[src/rtl/kbd_pkg.sv]
// Shared constants and state encoding for the keyboard text controller.
package kbd_pkg;

  localparam logic [7:0] SC_BREAK  = 8'hF0;
  localparam logic [7:0] SC_EXT    = 8'hE0;
  localparam logic [7:0] ASCII_CR  = 8'h0D;
  localparam logic [7:0] ASCII_BS  = 8'h08;
  localparam logic [7:0] ASCII_MIN = 8'h20;
  localparam logic [7:0] ASCII_MAX = 8'h7E;

  localparam int ROW_W  = 5;
  localparam int COL_W  = 7;
  localparam int BUF_AW = 12;

  typedef enum logic [1:0] {
    CLEAR  = 2'd0,
    IDLE   = 2'd1,
    LOOKUP = 2'd2,
    WRITE  = 2'd3
  } state_e;

endpackage

[src/rtl/text_cursor.sv]
// Text cursor with column/row wrap; exposes the next position so a write can
// target the post-move location in the same cycle the cursor moves.
module text_cursor
  import kbd_pkg::*;
#(
  parameter int ROWS = 30,
  parameter int COLS = 70
) (
  input  logic             clk,
  input  logic             clrn,
  input  logic             advance,
  input  logic             newline,
  input  logic             backspace,
  output logic [ROW_W-1:0] row,
  output logic [COL_W-1:0] col,
  output logic [ROW_W-1:0] row_nxt,
  output logic [COL_W-1:0] col_nxt,
  output logic             moved
);

  localparam logic [ROW_W-1:0] ROW_LAST = ROW_W'(ROWS - 1);
  localparam logic [COL_W-1:0] COL_LAST = COL_W'(COLS - 1);

  logic [ROW_W-1:0] row_q, row_d, row_inc;
  logic [COL_W-1:0] col_q, col_d;

  // next cursor position from the one-hot-ish move strobes
  always_comb begin
    row_d   = row_q;
    col_d   = col_q;
    row_inc = (row_q == ROW_LAST) ? 5'd0 : row_q + 5'd1;
    if (advance) begin
      if (col_q == COL_LAST) begin
        col_d = 7'd0;
        row_d = row_inc;
      end else begin
        col_d = col_q + 7'd1;
      end
    end else if (newline) begin
      col_d = 7'd0;
      row_d = row_inc;
    end else if (backspace) begin
      if (col_q != 7'd0) begin
        col_d = col_q - 7'd1;
      end else if (row_q != 5'd0) begin
        row_d = row_q - 5'd1;
        col_d = COL_LAST;
      end else begin
        col_d = col_q;
      end
    end else begin
      row_d = row_q;
    end
  end

  // cursor registers
  always_ff @(posedge clk) begin
    if (!clrn) begin
      row_q <= 5'd0;
      col_q <= 7'd0;
    end else begin
      row_q <= row_d;
      col_q <= col_d;
    end
  end

  assign row     = row_q;
  assign col     = col_q;
  assign row_nxt = row_d;
  assign col_nxt = col_d;
  assign moved   = (row_d != row_q) || (col_d != col_q);

endmodule

[src/rtl/kbd_text_ctrl.sv]
// Scancode-to-character-buffer sequencer: clears the buffer after reset, then
// filters break/extended prefixes, looks up ASCII and writes at the cursor.
module kbd_text_ctrl
  import kbd_pkg::*;
#(
  parameter int ROWS = 30,
  parameter int COLS = 70
) (
  input  logic              clk,
  input  logic              clrn,
  input  logic [7:0]        sc_data,
  input  logic              sc_valid,
  output logic              sc_ready,
  output logic [7:0]        lut_addr,
  input  logic [7:0]        lut_data,
  output logic              buf_we,
  output logic [BUF_AW-1:0] buf_addr,
  output logic [7:0]        buf_data,
  output logic [ROW_W-1:0]  cur_row,
  output logic [COL_W-1:0]  cur_col
);

  state_e            state_q, state_d;
  logic [BUF_AW:0]   clear_cnt_q, clear_cnt_d;
  logic              ext_q, ext_d, brk_q, brk_d;
  logic [7:0]        lut_addr_q, lut_addr_d;
  logic              buf_we_q, buf_we_d;
  logic [BUF_AW-1:0] buf_addr_q, buf_addr_d;
  logic [7:0]        buf_data_q, buf_data_d;
  logic              sc_ready_q, sc_ready_d;
  logic              cur_adv_s, cur_nl_s, cur_bs_s, cur_moved_s;
  logic [ROW_W-1:0]  row_nxt_s;
  logic [COL_W-1:0]  col_nxt_s;

  text_cursor #(.ROWS(ROWS), .COLS(COLS)) u_cursor (
    .clk      (clk),
    .clrn     (clrn),
    .advance  (cur_adv_s),
    .newline  (cur_nl_s),
    .backspace(cur_bs_s),
    .row      (cur_row),
    .col      (cur_col),
    .row_nxt  (row_nxt_s),
    .col_nxt  (col_nxt_s),
    .moved    (cur_moved_s)
  );

  // sequencer next-state and output-register inputs
  always_comb begin
    state_d     = state_q;
    clear_cnt_d = clear_cnt_q;
    ext_d       = ext_q;
    brk_d       = brk_q;
    lut_addr_d  = lut_addr_q;
    buf_we_d    = 1'b0;
    buf_addr_d  = buf_addr_q;
    buf_data_d  = buf_data_q;
    cur_adv_s   = 1'b0;
    cur_nl_s    = 1'b0;
    cur_bs_s    = 1'b0;
    case (state_q)
      CLEAR: begin
        // top counter bit marks that address 0xFFF has already been issued
        if (clear_cnt_q[BUF_AW]) begin
          state_d = IDLE;
        end else begin
          buf_we_d    = 1'b1;
          buf_addr_d  = clear_cnt_q[BUF_AW-1:0];
          buf_data_d  = 8'h00;
          clear_cnt_d = clear_cnt_q + 13'd1;
        end
      end
      IDLE: begin
        if (sc_valid && sc_ready_q) begin
          if (sc_data == SC_EXT) begin
            ext_d = 1'b1;
          end else if (sc_data == SC_BREAK) begin
            brk_d = 1'b1;
          end else if (ext_q || brk_q) begin
            ext_d = 1'b0;
            brk_d = 1'b0;
          end else begin
            lut_addr_d = sc_data;
            state_d    = LOOKUP;
          end
        end else begin
          state_d = IDLE;
        end
      end
      LOOKUP: begin
        state_d = WRITE;
      end
      WRITE: begin
        state_d = IDLE;
        if ((lut_data >= ASCII_MIN) && (lut_data <= ASCII_MAX)) begin
          buf_we_d   = 1'b1;
          buf_addr_d = {cur_row, cur_col};
          buf_data_d = lut_data;
          cur_adv_s  = 1'b1;
        end else if (lut_data == ASCII_CR) begin
          cur_nl_s = 1'b1;
        end else if (lut_data == ASCII_BS) begin
          cur_bs_s   = 1'b1;
          buf_we_d   = cur_moved_s;
          buf_addr_d = {row_nxt_s, col_nxt_s};
          buf_data_d = 8'h00;
        end else begin
          buf_we_d = 1'b0;
        end
      end
      default: begin
        state_d = CLEAR;
      end
    endcase
    sc_ready_d = (state_d == IDLE);
  end

  // state, prefix flags and registered outputs
  always_ff @(posedge clk) begin
    if (!clrn) begin
      state_q     <= CLEAR;
      clear_cnt_q <= 13'd0;
      ext_q       <= 1'b0;
      brk_q       <= 1'b0;
      lut_addr_q  <= 8'h00;
      buf_we_q    <= 1'b0;
      buf_addr_q  <= 12'h000;
      buf_data_q  <= 8'h00;
      sc_ready_q  <= 1'b0;
    end else begin
      state_q     <= state_d;
      clear_cnt_q <= clear_cnt_d;
      ext_q       <= ext_d;
      brk_q       <= brk_d;
      lut_addr_q  <= lut_addr_d;
      buf_we_q    <= buf_we_d;
      buf_addr_q  <= buf_addr_d;
      buf_data_q  <= buf_data_d;
      sc_ready_q  <= sc_ready_d;
    end
  end

  assign sc_ready = sc_ready_q;
  assign lut_addr = lut_addr_q;
  assign buf_we   = buf_we_q;
  assign buf_addr = buf_addr_q;
  assign buf_data = buf_data_q;

endmodule

[config.mk]
export PLATFORM = sky130hd
export DESIGN_NAME = kbd_text_ctrl
export DESIGN_NICKNAME = d
export VERILOG_FILES = /design/src/rtl/kbd_pkg.sv /design/src/rtl/text_cursor.sv /design/src/rtl/kbd_text_ctrl.sv
export SDC_FILE = /design/constraint.sdc
export NUM_CORES = 1
export LEC_CHECK = 0
export ABC_AREA = 1
export ABC_CLOCK_PERIOD_IN_PS = 1700
export BUFFER_PORTS_ARGS = -buffer_cell sky130_fd_sc_hd__buf_2
export CORE_MARGIN = 2
export CORE_UTILIZATION = 35
export DETAILED_ROUTE_END_ITERATION = 7
export GPL_TIMING_DRIVEN = 0
export PLACE_DENSITY_LB_ADDON = 0.25
export SLEW_MARGIN = 10
export SYNTH_ARGS = -nofsm -noshare
export SYNTH_HDL_FRONTEND = slang
export SYNTH_SLANG_ARGS = --single-unit
[constraint.sdc]
create_clock -name clk -period 1.7 [get_ports clk]
set_input_delay 0.085 -clock clk [delete_from_list [all_inputs] [get_ports clk]]
set_output_delay 0.085 -clock clk [all_outputs]
set_load 0.005 [all_outputs]
After elaboration in Yosys (flattened, before gate mapping):

Cells that the tools add are included.

* add/sub/neg operators: 5
* multipliers: 0
* divide/modulo/power cells: 0
* $lt $le $gt $ge: 2
* equal/unequal tests: 16
* shift operators: 0
* multiplexer cells: 48
* bitwise logic cells: 4
* reduce and logical (&&, ||, !) cells: 15

Operators by type and width (count)
* $mux 12: 4
* $mux 7: 6
* $mux 5: 7
* $mux 8: 4
* $pmux 12 s2: 1
* $mux 1: 17
* $eq 8x4->1 const B: 2
* $eq 8x8->1 const B: 2
* $pmux 8 s2: 1
* $add 13x1->13 const B: 1
* $mux 13: 1
* $reduce_and 4->1: 3
* $mux 2: 5
* $ge 8x6->1 const B: 1
* $le 8x7->1 const B: 1
* $pmux 2 s4: 1
* $add 7x1->7 const B: 1
* $eq 7x7->1 const B: 1
* $ne 7x7->1: 1
* $reduce_bool 7->1: 1
* $sub 7x1->7 const B: 1
* $ne 3x3->1 const B: 2
* $reduce_bool 2->1: 3
* $add 5x1->5 const B: 1
* 14 further kinds: 22

* register bits: 59
* latch bits: 0
* memory bits (writable): 0
* memory bits (read-only): 0
* bits of input ports: 19
* output and inout port bits: 42
* logic and storage cells: 102
* memories: 0

Logic depth before layout (Yosys ltp):

* word-level depth: 14
* gate-level depth with buffers: 13
* depth with buffers taken out: 13

By module:

A second synthesis with hierarchy kept.

* cell total of the unflattened synthesis: 645
* area, all modules: 4076.4 µm²

Modules (own cells, without submodules)
* kbd_text_ctrl: instances 1, cells each 410, area each 2628.8 µm², seq. area each 940.9 µm²
* text_cursor: instances 1, cells each 235, area each 1447.6 µm², seq. area each 240.2 µm²

Worst setup path before layout:

OpenSTA, ideal clock, no wires.

* kind: reg-to-reg
* start: reg u_cursor.col_q[0] (netlist: u_cursor.col[0])
* end: reg buf_addr_q[4] (netlist: buf_addr[4])
* library setup time: 0.070 ns
* data arrival time: 1.578 ns
* required time: 1.630 ns
* slack: 0.052 ns
* stages on the path, launching flop included: 13
* clock period less this slack: 1.648 ns
* cells stage by stage: dfxtp_1 > inv_1 > ha_1 > inv_1 > nor2_1 > nand3_2 > buf_4 > nand3_1 > nand2_1 > o21ai_0 > nor2_1 > nand3_1 > a21oi_1

* longest elaborated chain between the ends: 9
* elaborated cells on any way between the ends: 13
* classes of those cells: add/sub (2); eq/ne (1); mux (9); reduce/logical (1)

RTL lines
* start: declaration: RTL line text_cursor.sv:25 `logic [COL_W-1:0] col_q, col_d;`
* start signal: assignment: RTL line text_cursor.sv:63 `col_q <= col_d;`
* $sub 7x1->7 or $reduce_bool 7->1 (tied branches): RTL line text_cursor.sv:44, text_cursor.sv:43
* $mux 7: RTL line text_cursor.sv:43 `if (col_q != 7'd0) begin`
* $mux 7: RTL line text_cursor.sv:42 `end else if (backspace) begin`
* $mux 7: RTL line text_cursor.sv:39 `end else if (newline) begin`
* $mux 7 *: RTL line text_cursor.sv:32 `if (advance) begin`
* $mux 12 *: RTL line kbd_text_ctrl.sv:102 `end else if (lut_data == ASCII_BS) begin`
* $mux 12 *: RTL line kbd_text_ctrl.sv:100 `end else if (lut_data == ASCII_CR) begin`
* $mux 12 *: RTL line kbd_text_ctrl.sv:95 `if ((lut_data >= ASCII_MIN) && (lut_data <= ASCII_MAX)) begin`
* $pmux 12 s2 *: RTL line kbd_text_ctrl.sv:61 `case (state_q)`
* end signal: assignment: RTL line kbd_text_ctrl.sv:137 `buf_addr_q <= buf_addr_d;`
* end: declaration: RTL line kbd_text_ctrl.sv:28 `logic [BUF_AW-1:0] buf_addr_q, buf_addr_d;`

Mark *: on every way between the ends. The rest lies on a longest branch, timed or not. The select of a mux whose other input is x is not followed.
A chain may end at the register's enable or synchronous reset.

Final worst setup path:

* start: reg u_cursor.col_q[0] (netlist: u_cursor.col[0])
* end: reg u_cursor.row_q[2] (netlist: u_cursor.row[2])

* longest elaborated chain between the ends: 5
* elaborated cells on any way between the ends: 7
* classes of those cells: eq/ne (1); mux (5); reduce/logical (1)

RTL lines
* $reduce_bool 7->1: RTL line text_cursor.sv:43
* $mux 5: RTL line text_cursor.sv:43
* $mux 5: RTL line text_cursor.sv:42
* $mux 5: RTL line text_cursor.sv:39
* $mux 5 *: RTL line text_cursor.sv:32
* end signal: assignment: RTL line text_cursor.sv:62 `row_q <= row_d;`
* end: declaration: RTL line text_cursor.sv:24 `logic [ROW_W-1:0] row_q, row_d, row_inc;`

Mark *: on every way between the ends. The rest lies on a longest branch, timed or not.

==> impl_metrics.csv <==
group,metric,value,unit
outcome,status,"completed",
setup_path,crit_required,1970,ps
placement,dp_slack,-276,ps
global_route,antenna_found_initial,0,
synth,yosysTopAreaCellShare,33.6,%
pwr,switching_power,0.946,mW
timing,slew_viol_final,0,
setup_path,reg2reg_depth,9,
floorplanning,core,9770,sq um
synth,yosys.cell_count.top_type,"nand2_1",
clocking,clk_latency,350,ps
routing,wirelength,11.3,mm
synth,synth_edf_count,0,
timing,rsz0062_at_grt,"true",
clocking,root_buffer,"clkbuf_8",
routing,wl_per_cell,14.8,microns
clocking,cts.reportedPaths.clkPinSlew,90,ps
timing,fin_crit_sh,98.9,%
synth,netlist_instances,528,
pwr,power.share.switching,30.7,%
clocking,cts_buffers,9,
timing,holdWs,7.24,ps
final_layout,syn2layout_area_growth,36.2,%
flow_run,drv_cap,0,
global_route,grt_pass1_wl,17.9,mm
timing,worst_slack,18.0,ps
floorplanning,rows,36,
timing,finalSetupViolCount,0,
routing,drt-initial-drc-count,219,
clocking,cts_buffer_depth,2,
synth,syn-num-nets,559,
setup_path,worstPathMaxFanout,5,
worst_hold_path,hold_path_class,"primary input to flip-flop",
synth,synth_warnings,0,
timing,tightest_slew,828,ps
timing,fin_crit,1680,ps
pwr,p_int,2.13,mW
global_route,grt_util_all_layers,20.3,%
routing,first_pass_iters,7,
synth,yosysTopAreaCell,"dfxtp_1",
routing,ant_nets,0,
synth,syn_area,3520,sq um
synth,yosys-top-cells-area,"dfxtp_1, nand2_1, nor2_1, a21oi_1, nand3_1",
timing,hold_violations,0,
synth,synth_cell_types,40,
synth,synth_seq_cells,59,
floorplanning,fp.dieW,104,microns
worst_hold_path,holdPathStages,3,
timing,max_slew_margin,44.8,%
synth,synth_common_cells,"nand2_1, nor2_1, dfxtp_1",
clocking,cts_tree,"yes",
global_route,grt.overflow.total,0,
global_route,grt_max_degree,14,
floorplanning,die_h,104,microns
clocking,cts_sinks,59,
setup_path,endpoint_kind,"flip-flop",
pwr,pwr-share-seq,47.2,%
placement,hpwlAfterDp,7.80,mm
timing,final.setup_skew,11.1,ps
clocking,htreeDepth,3,
synth,synthArstFlopShare,0,%
setup_path,start_kind,"flip-flop",
final_layout,nFillCells,991,
pwr,leakage,2.13,nW
setup_path,path_class,"flip-flop to flip-flop",
placement,gp_congestion,0.906,
floorplanning,initial_utilization,36.0,%
synth,synthFlopType,"dfxtp_1",
final_layout,nets,658,
timing,fmax,595,MHz
routing,vias,3911,
pwr,pwr_density_cell,643,nW/um^2
pwr,vdd_ir_drop_max,0.000395,V
floorplanning,ios,61,
pwr,pwr-share-comb,12.8,%
routing,drc,0,
final_layout,antenna_cells,0,
setup_path,cp.arrival,1950,ps
routing,routed_via_density,5.11,
placement,port_buffers,60,
floorplanning,die_area,10900,sq um
final_layout,multi_input_area,2300,sq um
synth,syn_area_per_cell,6.66,sq um
global_route,first_global_vias,3670,
pwr,power_frac_clock,40.0,%
synth,seq_area_frac_synth,33.6,%
final_layout,seqCellArea,1200,sq um
final_layout,drive_gt1_share,34.2,%
## repair_timing
item / CTS / global route
cloned: 0 / 2
hold buffers: 7 / 0
hold endpoints to repair: 7 / 0
endpoints found under the setup margin: 36 / 37
buffers inserted: 8 / 11
gates resized for setup: 36 / 91
pin swaps: 3 / 23
## worst max-delay path, stage by stage, from the launching register on
cell and delay [ps]:
dfxtp_4 390, buf_4 130, ha_1 150, nand3_2 90, nor2_4 200, nand4_1 160
buf_4 180, nor2_1 90, a21oi_1 60, a21oi_2 150
## stage by stage
step / total power [mW] / instance area [sq um] / instances / setup TNS [ps] / utilization, %
global route: 3.23 / 4790 / 765 / -312 / 49.0
global placement: 1.83 / 3980 / 721 / -6290 / 40.7
CTS: 3.08 / 4400 / 752 / -14.3 / 45.1
floorplan: 1.70 / 3520 / 528 / 0 / -
detailed placement: 1.83 / 3980 / 721 / -7000 / 40.7
finish: 3.08 / 4790 / 765 / 0 / 49.0
## power by group through the flow
stage,Sequential [mW],Clock [mW],Combinational [mW]
final,1.45,1.23,0.395
after floorplan,1.49,0,0.216
after global placement,1.49,0,0.339
after CTS,1.46,1.26,0.370
after detailed placement,1.49,0,0.341
after global routing,1.46,1.33,0.437
## path summary, 6_finish.rpt
check	start	slack [ps]	to
hold reg to reg	buf_data[7]$_SDFFE_PN0P_	430	buf_data[7]$_SDFFE_PN0P_
setup reg to reg	u_cursor.col[0]$_SDFF_PN0_	20	u_cursor.row[2]$_SDFF_PN0_
setup / recovery	u_cursor.col[0]$_SDFF_PN0_	20	u_cursor.row[2]$_SDFF_PN0_
hold / removal	sc_data[4]	7	lut_addr[4]$_SDFFE_PN0P_
## routing by layer
metal  global-route usage (%)  share of wire (%)  vias up
met4                     7.34                1.9        0
li1                         -                  -     1958
met2                     32.7                 45      130
met1                     27.5                 47     1803
met5                        0                  0        -
met3                     3.07                5.9       20
## area by class of cell
cell class	instances	area share, %
Multi-Input combinational cell	392	48.1
Buffer	21	3.55
Sequential cell	59	25.2
Inverter	56	4.70
Clock inverter	7	1.23
Timing Repair Buffer	88	11.2
Tap cell	133	3.47
Clock buffer	9	2.59
## kinds of logic after synthesis
group                    after synthesis  share of synthesized area [%]
AO/OA/AOI/OAI                        105                           16.2
XOR/XNOR                               4                          0.997
adder cells (fa/ha/maj)               12                           4.27
buffers and inverters                 77                           9.68
flip-flops                            59                           33.6
AND/OR/NAND/NOR                      271                           35.2
## state kept, by name, indices dropped and copies added (netlist names)
register and cells:
ext_q 1, buf_we 1, clear_cnt_q 13, lut_addr 8, u_cursor.row 5, buf_data 8, brk_q 1, state_q 2
sc_ready 1, buf_addr 12, u_cursor.col 7
## placed cells by master (no fill, tap or decap), types with 10 or more instances in the layout
master,n
dfxtp_1,50
nand2_1,89
nand2_2,14
inv_1,41
inv_2,10
nor2_4,13
buf_4,22
a21oi_2,17
a21oi_1,39
nand3_2,10
nor2_1,61
buf_2,62
nand3_1,38
o21ai_0,32
nand4_1,16
Power figures use the tool's default switching activity.
